--- src/rtl/hall_filter.sv ---
// hall_filter: synchronizes and glitch-filters two active-low Hall sensors,
// emits falling-edge pulses and a rotation-stall flag.
// Optional feature macro: HALL_GLITCH_CNT_EN adds the saturating glitch_cnt port.
module hall_filter #(
    parameter int SYNC_STAGES    = 2,
    parameter int FILTER_CYCLES  = 64,
    parameter int TIMEOUT_CYCLES = 50000000
) (
    input  logic        clk,
    input  logic        rst,
    input  logic        hall_1_raw,
    input  logic        hall_2_raw,
    output logic        hall_1,
    output logic        hall_2,
    output logic        edge_1,
    output logic        edge_2,
    output logic        stalled
`ifdef HALL_GLITCH_CNT_EN
    ,
    output logic [15:0] glitch_cnt
`endif
);
    localparam int CW = $clog2(FILTER_CYCLES + 1);
    localparam int TW = $clog2(TIMEOUT_CYCLES + 1);
    localparam logic [CW-1:0] C_LAST = CW'(FILTER_CYCLES - 1);
    localparam logic [TW-1:0] T_MAX = TW'(TIMEOUT_CYCLES);

    logic [1:0] raw, s, f, e, differ, done, abort;
    logic [SYNC_STAGES-1:0] sync [2];
    logic [CW-1:0] c [2];
    logic [TW-1:0] t;

    assign raw    = {hall_2_raw, hall_1_raw};
    assign hall_1 = f[0];
    assign hall_2 = f[1];
    assign edge_1 = e[0];
    assign edge_2 = e[1];

    // per-channel filter decisions: accept a level change or abort a pending one
    always_comb begin
        for (int i = 0; i < 2; i++) begin
            s[i]      = sync[i][SYNC_STAGES-1];
            differ[i] = s[i] != f[i];
            done[i]   = differ[i] && c[i] == C_LAST;
            abort[i]  = !differ[i] && c[i] != '0;
        end
    end

    // synchronizer chains, stable-sample counters, filtered levels and edge pulses
    always_ff @(posedge clk or posedge rst) begin
        if (rst) begin
            for (int i = 0; i < 2; i++) begin
                sync[i] <= '1;
                c[i]    <= '0;
            end
            f <= 2'b11;
            e <= 2'b00;
        end else begin
            for (int i = 0; i < 2; i++) begin
                sync[i] <= {sync[i][SYNC_STAGES-2:0], raw[i]};
                c[i]    <= (!differ[i] || done[i]) ? '0 : c[i] + CW'(1);
                if (done[i]) f[i] <= s[i];
                e[i] <= done[i] & ~s[i];
            end
        end
    end

    // stall timer: cleared once by any filtered falling edge, saturates at the timeout
    always_ff @(posedge clk or posedge rst) begin
        if (rst) begin
            t       <= '0;
            stalled <= 1'b1;
        end else if (|e) begin
            t       <= '0;
            stalled <= 1'b0;
        end else if (t != T_MAX) begin
            t <= t + TW'(1);
            if (t == T_MAX - TW'(1)) stalled <= 1'b1;
        end
    end

`ifdef HALL_GLITCH_CNT_EN
    logic [16:0] gsum;
    assign gsum = 17'(glitch_cnt) + 17'(abort[0]) + 17'(abort[1]);

    // saturating count of aborted transitions across both channels
    always_ff @(posedge clk or posedge rst) begin
        if (rst) glitch_cnt <= '0;
        else     glitch_cnt <= gsum[16] ? 16'hFFFF : gsum[15:0];
    end
`endif
endmodule
--- config.mk ---
export PLATFORM = sky130hd
export DESIGN_NAME = hall_filter
export DESIGN_NICKNAME = d
export VERILOG_FILES = /design/src/rtl/hall_filter.sv
export SDC_FILE = /design/constraint.sdc
export NUM_CORES = 1
export LEC_CHECK = 0
export ABC_AREA = 1
export BUFFER_PORTS_ARGS = -buffer_cell sky130_fd_sc_hd__clkbuf_2
export CAP_MARGIN = 20
export CORE_UTILIZATION = 35
export DETAILED_ROUTE_END_ITERATION = 16
export PLACE_DENSITY_LB_ADDON = 0.1
export SLEW_MARGIN = 20
export SYNTH_ARGS = -nofsm -noshare
export SYNTH_HDL_FRONTEND = slang
export SYNTH_SLANG_ARGS = --single-unit
--- constraint.sdc ---
create_clock -name clk -period 4.1 [get_ports clk]
set_input_delay 0.205 -clock clk [delete_from_list [all_inputs] [get_ports clk]]
set_output_delay 0.205 -clock clk [all_outputs]
set_load 0.005 [all_outputs]
==> impl_results.md, run 1 <==
- Finished Core Util: 39.59%
- Largest net degree at the start of global routing: 50
- CTS Buf Count: 5
- Critical-path cell list: ha_1, inv_1, nor2_4, nand2_4, inv_2, nand2_1, nand2_1, nor3b_1
- Synth warnings: 0
- Final min period: 1.607 ns
- Int Power: 626.6 µW
- CTS tree: done
- Gate power share: 2.8%
- Leakage power: 0.001266 µW
- Number of global-route vias before repair: 1915
- Post-DP HPWL: 3.894 mm
- Synthesis-to-layout area growth: 10.02%
- Core Area: 7214 µm²
- Initial core utilization: 35.99%
- Setup crit end kind: flip-flop
- Sw Pwr: 202.3 µW
- Crit-path leading delay family: simple AND/OR/NAND/NOR gates
- CP peak stage delay: 0.53 ns
- Crit Path Class: flip-flop to flip-flop
- Final Hold Vio Count: 0
- Synth top area cells: dfrtp_1 40%, nand2_1 12%, nor2_1 11%, dfstp_2 7.1%, inv_1 5.6%
- GPL Wtd Cong: 0.7933
- H-tree Lvls: 2
- Post-synth EDFFs: 0
- Post-synth ARST share: 100.0%
- Layout cells sized above 1: 12.08%
- Max Slew Vio Count: 0
- Synth cell types: 26
- R2R setup slack: 2.49 ns
- Net Sw Frac: 24.41%
- Power Density: 290.2 nW/µm²
- Worst-path cell with the longest stage delay: dfrtp_1
- Total Wirelength: 5.266 mm
- Syn_nets: 350
- Syn Area/Cell: 7.614 µm²
- Clock Path Buffers: 2
- GR Util met1: 21.44%
- First-pass GRT wire length: 9.080 mm
- Post-synth top area share: 40.48%
- Worst path buffer plus inverter count: 2
- Status: finished, final reports clean
- Avg WL per Cell: 11.57 µm
- Antenna diodes: 0
- DR iter-0 viols: 99
- Clock slew at reported path FFs: 0.10 ns
- Setup_tns: 0 ns
- Met2 usage: 24.38%
- Final nets: 364
- 1st-pass router iterations: 4
- Rows: 31
- CP required: 4.32 ns
- Seq cells post-synth: 49
- Met3 usage in global routing: 3.110%
- Type of origin of the critical path: flip-flop
- CTS Sinks: 49
- Ports: 9
- IO buf count: 8
- Cell count after synthesis: 341
- Worst skew pair latency: 0.31 ns
- GRT overflow: 0
- Sequential Power Share: 59.8%
- Die Y: 88.13 µm
- MaxCap Viol Count: 0
- Skew final: 0.007982 ns
- Most common cell on crit path: nand2_1
- Post-Syn Area: 2596 µm²
- Top Usage Layer GRT: met2
- FMAX: 622.3 MHz
- Most frequent cell after synthesis: nand2_1
- Crit share post-route: 39.19%
- Largest area contributor in the netlist: dfrtp_1
- Worst min-delay path category: primary input to async pin
- Clock power frac: 37.4%
- Final setup viols: 0
- RSZ-0062 raised after global routing: no
- Stages on the worst setup path: 8
- Worst Tran Pin Value: 0.8409 ns
- Crit-path max FO: 8
- Initial antenna violation count: 0
- R2R cell count: 8
- RR Endpoint: t[12]
- Worst R2R Start: t[0]
- Die width: 88.13 µm
- Global-route usage over all layers: 15.37%
- Worst vdd ir: 0.1589 mV
- Full die area: 7766 µm²
- List of most frequent post-synthesis cells: 86 x nand2_1, 75 x nor2_1, 42 x dfrtp_1
- Max transition margin: 43.87%
- Root buf cell: clkbuf_8
- Drt drc: 0
- Top FF cell, synth: dfrtp_1
- Register area share after synthesis: 47.57%
- Antenna-violating nets left: 0
- DR vias/cell: 4.433
- Worst path arrival time: 1.83 ns
- Via count: 2017
-- layout make-up --
| cell class | count | area (µm²) |
|---|---|---|
| flip-flops and latches | 49 | 1235 |
| multi-input cells | 248 | 1185 |
| clock inverters | 3 | 28.78 |
| repair buffers | 10 | 60.06 |
| well taps | 99 | 123.9 |
| clock buffers | 5 | 68.82 |
| inverters | 41 | 155.1 |
| fillers | 775 | 4358 |
-- through the flow --
stage | power [µW] | hold slack [ns] | setup WS, ns | cell area [µm²] | cells
final | 828.9 | 0.01425 | 2.493 | 2856 | 455
after CTS | 845.5 | 0.1569 | 2.478 | 2855 | 455
after floorplan | 520.9 | 0.2095 | 2.734 | 2596 | 341
after global placement | 528.0 | 0.2927 | 2.527 | 2738 | 445
after detailed placement | 528.0 | 0.2938 | 2.497 | 2738 | 445
after global routing | 868.3 | 0.08596 | 2.329 | 2856 | 455
-- how the worst max path moves through the flow --
stage | startpoint | endpoint | slack (ns)
after global routing | t[0] | t[12] | 2.33
after detailed placement | e[1] | t[3] | 2.50
final | t[0] | t[12] | 2.49
after floorplan | rst | c[0] | 2.73
after global placement | e[1] | t[6] | 2.53
after CTS | t[0] | t[12] | 2.48
-- registers in the layout (all words and copies together) (netlist names) --
register  cells
s             2
e             2
f             2
t            26
c            14
sync          2
stalled       1
-- cells in the final DEF (no fill, tap or decap), drive strengths merged --
master,netlist,layout
nor2,86,86
dfrtp,42,42
nand2,91,91
xor2,4,4
xnor2,10,10
dfstp,7,7
inv,41,42
and3,1,1
clkinv,0,2
nand4,5,5
nor3b,1,1
clkbuf,1,13
nor3,6,6
o21ai,3,3
a21oi,7,7
o21a,1,1
or2,2,2
dlygate4sd3,0,2
nand3,26,26
ha,5,5
-- metal layers --
layer | up-vias | part of all wire (%)
li1 | 1076 | -
met1 | 910 | 50
met2 | 25 | 45
met3 | 6 | 3.2
met4 | 0 | 1.2
met5 | - | 0
-- power groups by stage --
stage	Combinational [µW]	Clock (µW)	Sequential [µW]
after floorplan	16.9	0	504
after global placement	23.3	0	505
after detailed placement	23.1	0	505
after CTS	24.6	325	496
after global routing	28.4	343	497
final	23.5	310	496
-- repair_timing --
item	CTS	global route
endpoints found under the hold margin	2	0
gates resized for setup	0	0
buffers inserted	0	0
hold buffers	2	0
-- cell families after synthesis --
logic type               share of synthesized area, %
buffers and inverters                           6.795
AND/OR/NAND/NOR                                 36.29
adder cells (fa/ha/maj)                         2.410
XOR/XNOR                                        4.723
flip-flops                                      47.57
AO/OA/AOI/OAI                                   2.217
No activity file was read; power rests on OpenSTA's default activity.
==> inputs of run 2 (changes only) <==
Clock period 4.1 ns to 1.4 ns, I/O delays scaled along.
==> impl_results.md, run 2 (same netlist as run 1, synthesis figures left out) <==
- Largest register by flop count: t
- CTS tree: done
- Max transition margin: 82.20%
- Crit share post-route: 94.62%
- Initial antenna violation count: 0
- Clock slew at reported path FFs: 0.10 ns
- Avg WL per Cell: 11.67 µm
- RR Endpoint: t[14]
- CTS Buf Count: 5
- Antenna diodes: 0
- Most frequent cells in the layout: 77 x nand2_1, 60 x nor2_1, 37 x dfrtp_1
- R2R setup slack: 0.08 ns
- Initial core utilization: 35.99%
- Status: finished, final reports clean
- Type of origin of the critical path: flip-flop
- Crit Path Class: flip-flop to flip-flop
- Final nets: 395
- MaxCap Viol Count: 0
- 1st-pass router iterations: 4
- Worst Tran Pin Value: 0.2661 ns
- FMAX: 754.9 MHz
- Max Slew Vio Count: 0
- Fillers: 724
- Post-Layout Cell Count: 486
- Post-DP HPWL: 4.179 mm
- Commonest non-fill, non-tap cell in the layout: nand2_1
- Biggest registers after layout: t (26), c (14)
- Largest net degree at the start of global routing: 50
- Worst setup path startpoint: t[0]
- GRT overflow: 0
- GPL Wtd Cong: 0.7965
- Total Wirelength: 5.674 mm
- Crit-path max FO: 7
- Worst R2R Start: t[0]
- Worst-path cell with the longest stage delay: dfrtp_2
- Power Density: 748.8 nW/µm²
- Die Y: 88.13 µm
- R2R cell count: 7
- Leakage power: 0.001446 µW
- Core Area: 7214 µm²
- Most common cell on crit path: nor2_2
- Die width: 88.13 µm
- Pwr Total: 2465 µW
- DR iter-0 viols: 78
- Antenna-violating nets left: 0
- Number of global-route vias before repair: 2125
- CP required: 1.60 ns
- Final min period: 1.325 ns
- Post-Place Cell Area: 2938 µm²
- Clock Path Buffers: 2
- Skew final: 0.01107 ns
- Final setup viols: 0
- Worst skew pair latency: 0.31 ns
- CP peak stage delay: 0.48 ns
- Max reg flops: 26
- Crit-path leading delay family: flip-flops
- Synthesis-to-layout area growth: 26.80%
- CTS Sinks: 49
- Global-route usage over all layers: 16.16%
- Setup crit end kind: flip-flop
- Full die area: 7766 µm²
- Worst path buffer plus inverter count: 1
- RSZ-0062 raised after global routing: yes
- Design Area, Final: 3292 µm²
- H-tree Lvls: 2
- Critical-path cell list: ha_1, inv_1, nor2_2, nand2_2, nor2_2, xnor2_1, nor2_1
- Layout cells sized above 1: 30.23%
- Final Hold Vio Count: 0
- Via count: 2212
- Worst path arrival time: 1.53 ns
- DR vias/cell: 4.551
- Drt drc: 0
- IO buf count: 8
- Ports: 9
- Worst min-delay path category: primary input to async pin
- First-pass GRT wire length: 9.591 mm
- Worst vdd ir: 0.5899 mV
- Root buf cell: clkbuf_8
- Rows: 31
- Inst Count DP: 470
-- run 2: cell count changes in the layout (fill, tap and decap cells not counted), sizes merged --
| cell | before | now |
|---|---|---|
| clkinv | 2 | 1 |
| buf | 0 | 30 |
| clkbuf | 13 | 14 |
| dlygate4sd3 | 2 | 3 |
-- run 2: where the power goes --
part	internal, µW	leakage [µW]	switching, µW
Sequential	1440	0.000633	11.3
Combinational	34.2	0.000761	52.8
Clock	411	0.0000518	516
Total	1880	0.00145	581
-- run 2: final cells by class --
class	instances	area, µm²	area share [%]
repair buffers	41	307.8	9.350
clock inverters	2	17.52	0.5321
clock buffers	6	82.58	2.509
multi-input cells	248	1363	41.39
inverters	41	156.4	4.751
flip-flops and latches	49	1241	37.70
well taps	99	123.9	3.763
-- run 2: tightest hold or removal path: stages --
cell,delay (ns)
dlygate4sd3_1,0.54
clkbuf_2,0.11
inv_2,0.06
buf_12,0.26
-- run 2: worst max-delay path by stage --
stage,to,slack [ns],depth (start not counted)
after floorplan,t[16],0.07,7
after global routing,t[8],-0.02,6
final,t[14],0.08,7
after CTS,t[1],0.006,7
after detailed placement,t[12],-0.02,8
after global placement,c[5],-0.02,8
-- run 2: timing repair --
item | 4_1_cts | 5_1_grt
resized for setup | 4 | 53
endpoints found under the hold margin | 44 | 0
hold buffers | 3 | 0
buffers inserted | 0 | 5
setup endpoints to repair | 10 | 35
pin swaps | 0 | 6
-- run 2: metrics by stage --
step	utilization, %	hold slack, ns	setup TNS [ns]	worst slack [ns]
global placement	40.72	0.1227	-0.04812	-0.01734
finish	45.63	0.3352	0	0.07527
global route	45.63	0.3639	-0.03332	-0.01841
CTS	42.63	0.3260	0	0.006427
detailed placement	40.72	0.1244	-0.01995	-0.01995
floorplan	-	0.07448	0	0.06959
-- run 2: per-layer routing --
layer / up-vias / wire [µm] / track usage (%)
met1: 1046 / 2735 / 21.08
li1: 1143 / - / -
met2: 17 / 2716 / 26.99
met4: 0 / 74 / 5.425
met3: 6 / 148 / 3.016
met5: - / 0 / 0
